===== src/rtl/mic_capture_sequencer.sv =====
// mic_capture_sequencer: sample-tick ADC handshake sequencer with windowed peak and 0-9 volume level.
// Define PEAK_HOLD_EN to make the volume decay by one step per window instead of following each peak.
module mic_capture_sequencer #(
    parameter int CLK_DIV  = 5000,
    parameter int WINDOW   = 128,
    parameter int MIDPOINT = 2048
) (
    input  logic        clock,
    input  logic        reset_n,
    input  logic        enable,
    output logic        adc_start,
    input  logic        adc_busy,
    input  logic        adc_done,
    input  logic [11:0] adc_sample,
    output logic [11:0] peak,
    output logic        peak_valid,
    output logic [3:0]  volume,
    output logic        overrun,
    input  logic        clear_overrun
);
    localparam int CW = $clog2(CLK_DIV);

    typedef enum logic [1:0] {IDLE, START, WAIT} state_t;

    state_t        state_q, state_d;
    logic [CW-1:0] cnt_q, cnt_d;
    logic [11:0]   best_q, best_d, peak_q, peak_d, hi;
    logic [15:0]   scnt_q, scnt_d;
    logic [3:0]    vol_q, vol_d, lvl, vol_new;
    logic          pv_q, pv_d, ovr_q, ovr_d, tick, capture, last;

    function automatic logic [3:0] level(input logic [11:0] p);
        return p < 12'd2064 ? 4'd0 : p < 12'd2090 ? 4'd1 : p < 12'd2100 ? 4'd2 :
               p < 12'd2112 ? 4'd3 : p < 12'd2150 ? 4'd4 : p < 12'd2176 ? 4'd5 :
               p < 12'd2224 ? 4'd6 : p < 12'd2304 ? 4'd7 : p < 12'd2560 ? 4'd8 : 4'd9;
    endfunction

    assign tick  = enable && (cnt_q == CW'(CLK_DIV - 1));
    assign cnt_d = (!enable || tick) ? '0 : cnt_q + 1'b1;
    assign hi    = (adc_sample > best_q) ? adc_sample : best_q;
    assign last  = scnt_q == 16'(WINDOW - 1);
    assign lvl   = level(hi);

`ifdef PEAK_HOLD_EN
    assign vol_new = (lvl >= vol_q) ? lvl : (vol_q == 4'd0 ? 4'd0 : vol_q - 4'd1);
`else
    assign vol_new = lvl;
`endif

    // A tick that finds a conversion still outstanding is dropped and flagged.
    always_comb begin
        state_d = state_q;
        capture = 1'b0;
        ovr_d   = ovr_q && !clear_overrun;
        case (state_q)
            IDLE: if (tick) state_d = START;
            START: begin
                if (adc_busy) state_d = WAIT;
                if (tick) ovr_d = 1'b1;
            end
            WAIT: begin
                if (adc_done) begin
                    capture = 1'b1;
                    state_d = tick ? START : IDLE;
                end else if (tick) begin
                    ovr_d = 1'b1;
                end
            end
            default: state_d = IDLE;
        endcase
    end

    always_comb begin
        best_d = best_q;
        scnt_d = scnt_q;
        peak_d = peak_q;
        vol_d  = vol_q;
        pv_d   = 1'b0;
        if (capture) begin
            best_d = last ? 12'(MIDPOINT) : hi;
            scnt_d = last ? 16'd0 : scnt_q + 16'd1;
            peak_d = last ? hi : peak_q;
            vol_d  = last ? vol_new : vol_q;
            pv_d   = last;
        end
    end

    always_ff @(posedge clock or negedge reset_n) begin
        if (!reset_n) begin
            state_q <= IDLE;
            cnt_q   <= '0;
            best_q  <= 12'(MIDPOINT);
            peak_q  <= 12'(MIDPOINT);
            scnt_q  <= '0;
            vol_q   <= '0;
            pv_q    <= 1'b0;
            ovr_q   <= 1'b0;
        end else begin
            state_q <= state_d;
            cnt_q   <= cnt_d;
            best_q  <= best_d;
            peak_q  <= peak_d;
            scnt_q  <= scnt_d;
            vol_q   <= vol_d;
            pv_q    <= pv_d;
            ovr_q   <= ovr_d;
        end
    end

    assign adc_start  = state_q == START;
    assign peak       = peak_q;
    assign peak_valid = pv_q;
    assign volume     = vol_q;
    assign overrun    = ovr_q;
endmodule


===== config.mk =====
export PLATFORM = sky130hd
export DESIGN_NAME = mic_capture_sequencer
export DESIGN_NICKNAME = d
export VERILOG_FILES = /design/src/rtl/mic_capture_sequencer.sv
export SDC_FILE = /design/constraint.sdc
export NUM_CORES = 1
export LEC_CHECK = 0
export ABC_CLOCK_PERIOD_IN_PS = 2500
export CAP_MARGIN = 20
export CORE_ASPECT_RATIO = 0.9
export CORE_UTILIZATION = 34
export CTS_BUF_LIST = sky130_fd_sc_hd__clkbuf_16
export DETAILED_ROUTE_END_ITERATION = 10
export PLACE_DENSITY = 0.62
export SKIP_LAST_GASP = 1
export SYNTH_ARGS = -nofsm -noshare
export SYNTH_HDL_FRONTEND = slang
export SYNTH_SLANG_ARGS = --single-unit

===== constraint.sdc =====
create_clock -name clock -period 2.5 [get_ports clock]
set_input_delay 0.5 -clock clock [delete_from_list [all_inputs] [get_ports clock]]
set_output_delay 0.5 -clock clock [all_outputs]
set_load 0.02 [all_outputs]

**Word level (Yosys, flattened, before mapping)**

Cells that the tools add are included.

- $add $sub $neg: 2
- Order comparisons: 10
- Eq/ne operators: 7
- Multiplexer cells: 24
- Reduce and logical (&&, ||, !) cells: 8

Operators by type and width:

| kind | count |
|---|---|
| $lt A12 B12 Y1 const B | 9 |
| $mux W4 | 8 |
| $mux W12 | 2 |
| $add A16 B1 Y16 const B | 1 |
| $eq A16 B7 Y1 const B | 1 |
| $mux W16 | 1 |
| $add A13 B1 Y13 const B | 1 |
| $eq A13 B13 Y1 const B | 1 |
| $mux W13 | 1 |
| $gt A12 B12 Y1 | 1 |
| $mux W1 | 7 |
| $mux W2 | 3 |
| $pmux W2 S3 | 1 |
| $ne A2 B2 Y1 const B | 2 |
| $reduce_and A3 Y1 | 1 |
| $eq A2 B1 Y1 const B | 1 |
| $eq A2 B2 Y1 const B | 1 |
| $logic_and A1 B1 Y1 | 2 |
| $logic_not A1 Y1 | 2 |
| $logic_not A2 Y1 | 1 |
| $ne A2 B1 Y1 const B | 1 |
| $pmux W1 S2 | 1 |
| $reduce_and A2 Y1 | 1 |
| $logic_or A1 B1 Y1 | 1 |

- Flip-flop bits (word level): 61
- Input port bits: 18
- Output and inout bits: 19
- Logic and storage cells: 59

**Longest topological paths before layout**

- Depth after elaboration: 12
- Mapped depth: 10
- Depth with buffers taken out: 9

**Worst setup path before layout**

Ideal clock, no wire load.

- Path kind: register to register
- Start point: register best_q[11]
- End point: register vol_q[2], in the netlist volume[2]
- Library setup time: 126 ps
- Arrival: 2199 ps
- Required time: 2374 ps
- Path slack: 175 ps
- Cell stages (with the launch flop): 10
- Path buffers: 1
- Clock period less this slack: 2325 ps
- Path through: dfstp_2 -> inv_1 -> ha_1 -> nand2_1 -> o211ai_1 -> o31a_1 -> o31a_1 -> buf_1 -> nor4b_2 -> a221o_1

- Cells in the longest elaborated chain, start to end: 11
- Elaborated cells between the ends (all ways): 18
- Those cells by class: 9 x order compare; 9 x mux

Ends and longest elaborated chain:

| what | RTL line | text |
|---|---|---|
| start: declaration | 27 | `logic [11:0] best_q, best_d, peak_q, peak_d, hi;` |
| start signal: assignment | 92 | `best_q <= 12'(MIDPOINT);` |
| start signal: assignment | 101 | `best_q <= best_d;` |
| $gt A12 B12 Y1 | 40 | `assign hi = (adc_sample > best_q) ? adc_sample : best_q;` |
| $mux W12 (*) | 40 |  |
| $lt A12 B12 Y1 | 35 | `p < 12'd2224 ? 4'd6 : p < 12'd2304 ? 4'd7 : p < 12'd2560 ? 4'd8 : 4'd9;` |
| $mux W4 (2 in a row) | 35 |  |
| $mux W4 (3 in a row) | 34 | `p < 12'd2112 ? 4'd3 : p < 12'd2150 ? 4'd4 : p < 12'd2176 ? 4'd5 :` |
| $mux W4 (2 in a row) | 33 | `return p < 12'd2064 ? 4'd0 : p < 12'd2090 ? 4'd1 : p < 12'd2100 ? 4'd2 :` |
| $mux W4 (*) | 33 |  |
| end signal: assignment | 104 | `vol_q <= vol_d;` |
| end: declaration | 29 | `logic [3:0] vol_q, vol_d, lvl, vol_new;` |

Mark *: on every way between the ends. The rest lies on a longest branch, timed or not.
A chain may end at the register's enable or synchronous reset.

**Final worst setup path**

- Start point: input adc_sample[1]
- End point: register peak_q[7], in the netlist peak[7]

- Cells in the longest elaborated chain, start to end: 2

Ends and longest elaborated chain:

| what | RTL line | text |
|---|---|---|
| start: declaration | 14 | `input logic [11:0] adc_sample,` |
| $gt A12 B12 Y1 | 40 |  |
| $mux W12 | 40 |  |
| end signal: assignment | 93 | `peak_q <= 12'(MIDPOINT);` |
| end signal: assignment | 102 | `peak_q <= peak_d;` |
| end: declaration | 27 |  |

Every way passes these cells.

==> impl_metrics.ini <==
[synthesis]
synth_fp_nets = 381
syn_area_sq_um = 3347
synth_cell_types = 54
synth_area_leaders = dfrtp_1, ha_1, nand2_1, mux2i_1, xnor2_1
avgSynthCellArea_sq_um = 9.701
ys.flop_type = dfrtp_1
synth_top_area_share_pct = 44.11
postSynthCellCount = 345
yosysWarnings = 0
synth-edff-count = 0
synth.ff_latch_count = 61
ys_async_sr_fraction_pct = 100.0
synth_seq_area_share_pct = 45.68
yosysTopAreaCell = dfrtp_1

[grt]
grt_pass1_vias = 2595
grt.total_usage_pct = 15.98
grt_max_degree = 37
overflow = 0
grt_pass1_wl_um = 12500
antenna_found_initial = 0

[cells_and_area]
mostFrequentLayoutCells = dfrtp_1, nand2_1, clkdlybuf4s50_1
nets = 444
fin_area_sq_um = 4314
syn2layout_area_growth_pct = 28.90
layout_commonest_cell = dfrtp_1
final_cells = 535
drive_above_1_share_pct = 12.35
antenna_cells = 0

[clocking]
cts_tree = built
postCtsHoldBufs = 0
htree_num_levels = 3
clk_pin_slew_ns = 0.05
cts_inserted_buffers = 9
clock_sinks = 61
root_buffer = clkbuf_16
insertion_delay_ns = 0.32
cts_max_path_buffers = 2

[timing]
setup_tns_ns = 0
finalSetupViolations = 0
worstMarginPinSlew_ns = 0.6008
fin_skew_ns = 0.006104
maxSlewViolCount = 0
hold_violations = 0
rsz0062_at_grt = true
slew_headroom_pct = 59.94
fin_crit_sh_pct = 95.67
fin_crit_ns = 2.392
fmax_ghz = 0.4181

[routing]
wl_per_cell_um = 14.11
ant_nets = 0
wirelength_um = 7548
drcViolationCount = 0
detailroute.via_count = 2795
vias_per_cell = 5.224
firstDrtPassIters = 4
drtIter0Drc = 141

[setup_path]
startpoint_type = input pin
worstPathRequired_ns = 2.70
critical_path_class = in2reg
ff2ff_setup_slack_ns = 0.13
crit_path_start = adc_sample[1]
r2r-start = best_q[11]$_DFFE_PN1P_
arrival_ns = 2.59
worst-path-max-fanout = 13
end_kind = register

[worst_hold_path]
holdCritPathClass = in2async

[floorplan]
fp.dieH_um = 96.13
die_w_um = 106.6
start_util_pct = 35.87
io-pin-count = 37
dieArea_sq_um = 10250
row_count = 33
core_sq_um = 9331

[pwr]
powerDensity_nw_per_um2 = 854.9
p_total_mw = 3.688
leakage_nw = 1.912
ir_worst_vdd_v = 0.0003160

[place]
portBuffers = 36
place_area_sq_um = 4023
hpwl_um = 5635
place_inst = 519
gp_congestion = 0.8366

[run]
maxCapViolations = 0

[outcome]
status = finished, final reports clean
through the flow:
step | setup WS [ns] | hold WS, ns | util (%)
2_1_floorplan | 0.1748 | 0.2044 | -
3_5_place_dp | -0.2111 | 0.4624 | 43.11
3_3_place_gp | -0.1542 | 0.4535 | 43.11
6_report | 0.1081 | 0.1825 | 46.23
4_1_cts | 0.08842 | 0.2062 | 46.14
5_1_grt | -0.001991 | 0.2376 | 46.23
worst max-delay path, stage by stage:
cell and delay [ns]:
clkdlybuf4s50_1 0.45, ha_1 0.33, nor2b_1 0.14, o211ai_1 0.16
a21oi_1 0.08, o31a_1 0.32, buf_4 0.21, buf_12 0.15
mux2i_1 0.16, o21ai_1 0.08
where the power goes:
group          switching (mW)  leakage, nW  total, mW  internal (mW)
Sequential              0.174        0.805       1.30           1.13
Combinational           0.631        0.967       1.21          0.577
Clock                   0.421        0.139       1.18          0.754
Total                    1.23         1.91       3.69           2.46
synthesized netlist by cell type, drive strengths merged (4+ instances only):
| cell type | number |
|---|---|
| xnor2 | 13 |
| dfrtp | 59 |
| buf | 6 |
| nand2 | 37 |
| xor2 | 7 |
| nand3 | 12 |
| o211ai | 4 |
| ha | 18 |
| nor2b | 4 |
| a22o | 11 |
| mux2i | 13 |
| inv | 22 |
| clkbuf | 5 |
| a21oi | 15 |
| o21ai | 28 |
| o31ai | 4 |
| nor2 | 28 |
| nand4 | 10 |
| and3 | 7 |
| nor3 | 5 |
cell families (layout without fill, tap and decap cells):
kind of cell | count (synthesis) | after routing | share of synthesized area [%]
XOR/XNOR | 20 | 20 | 5.234
AND/OR/NAND/NOR | 116 | 116 | 17.42
flip-flops | 61 | 61 | 45.68
multiplexers | 13 | 13 | 3.888
buffers and inverters | 34 | 102 | 4.523
AO/OA/AOI/OAI | 83 | 83 | 16.52
adder cells (fa/ha/maj) | 18 | 18 | 6.729
worst paths after layout:
| kind | to | cells past startpoint |
|---|---|---|
| max in group asynchronous | best_q[11]$_DFFE_PN1P_ | 2 |
| worst min register to register | peak[11]$_DFFE_PN1P_ | 2 |
| worst min-delay path | cnt_q[3]$_DFF_PN0_ | 1 |
| worst max register to register | peak[7]$_DFFE_PN0P_ | 10 |
| worst max-delay path | peak[7]$_DFFE_PN0P_ | 10 |
| min in group clock | peak[11]$_DFFE_PN1P_ | 2 |
final cells by class:
cell class | count | area (sq um)
fillers | 883 | 5017
multi-input cells | 250 | 1675
flip-flops and latches | 61 | 1529
repair buffers | 63 | 583.1
clock buffers | 9 | 225.2
well taps | 122 | 152.6
inverters | 23 | 91.34
clock inverters | 7 | 57.56
flip-flops by register name, indices dropped and copies added, names as in the netlist:
signal and count:
state_q 2, peak 12, overrun 1, volume 4, peak_valid 1, scnt_q 16, best_q 12, cnt_q 13
per-layer routing:
| layer | track usage [%] | vias up | routed length, um |
|---|---|---|---|
| li1 | - | 1373 | - |
| met1 | 22.17 | 1342 | 3736 |
| met2 | 23.33 | 63 | 3345 |
| met3 | 3.385 | 17 | 292 |
| met4 | 8.447 | 0 | 173 |
| met5 | 0 | - | 0 |
what timing repair did:
item,in CTS,in global routing
resized for setup,0,1
setup buffers,0,0
setup endpoints to repair,0,1
No activity file was read; power rests on OpenSTA's default activity.
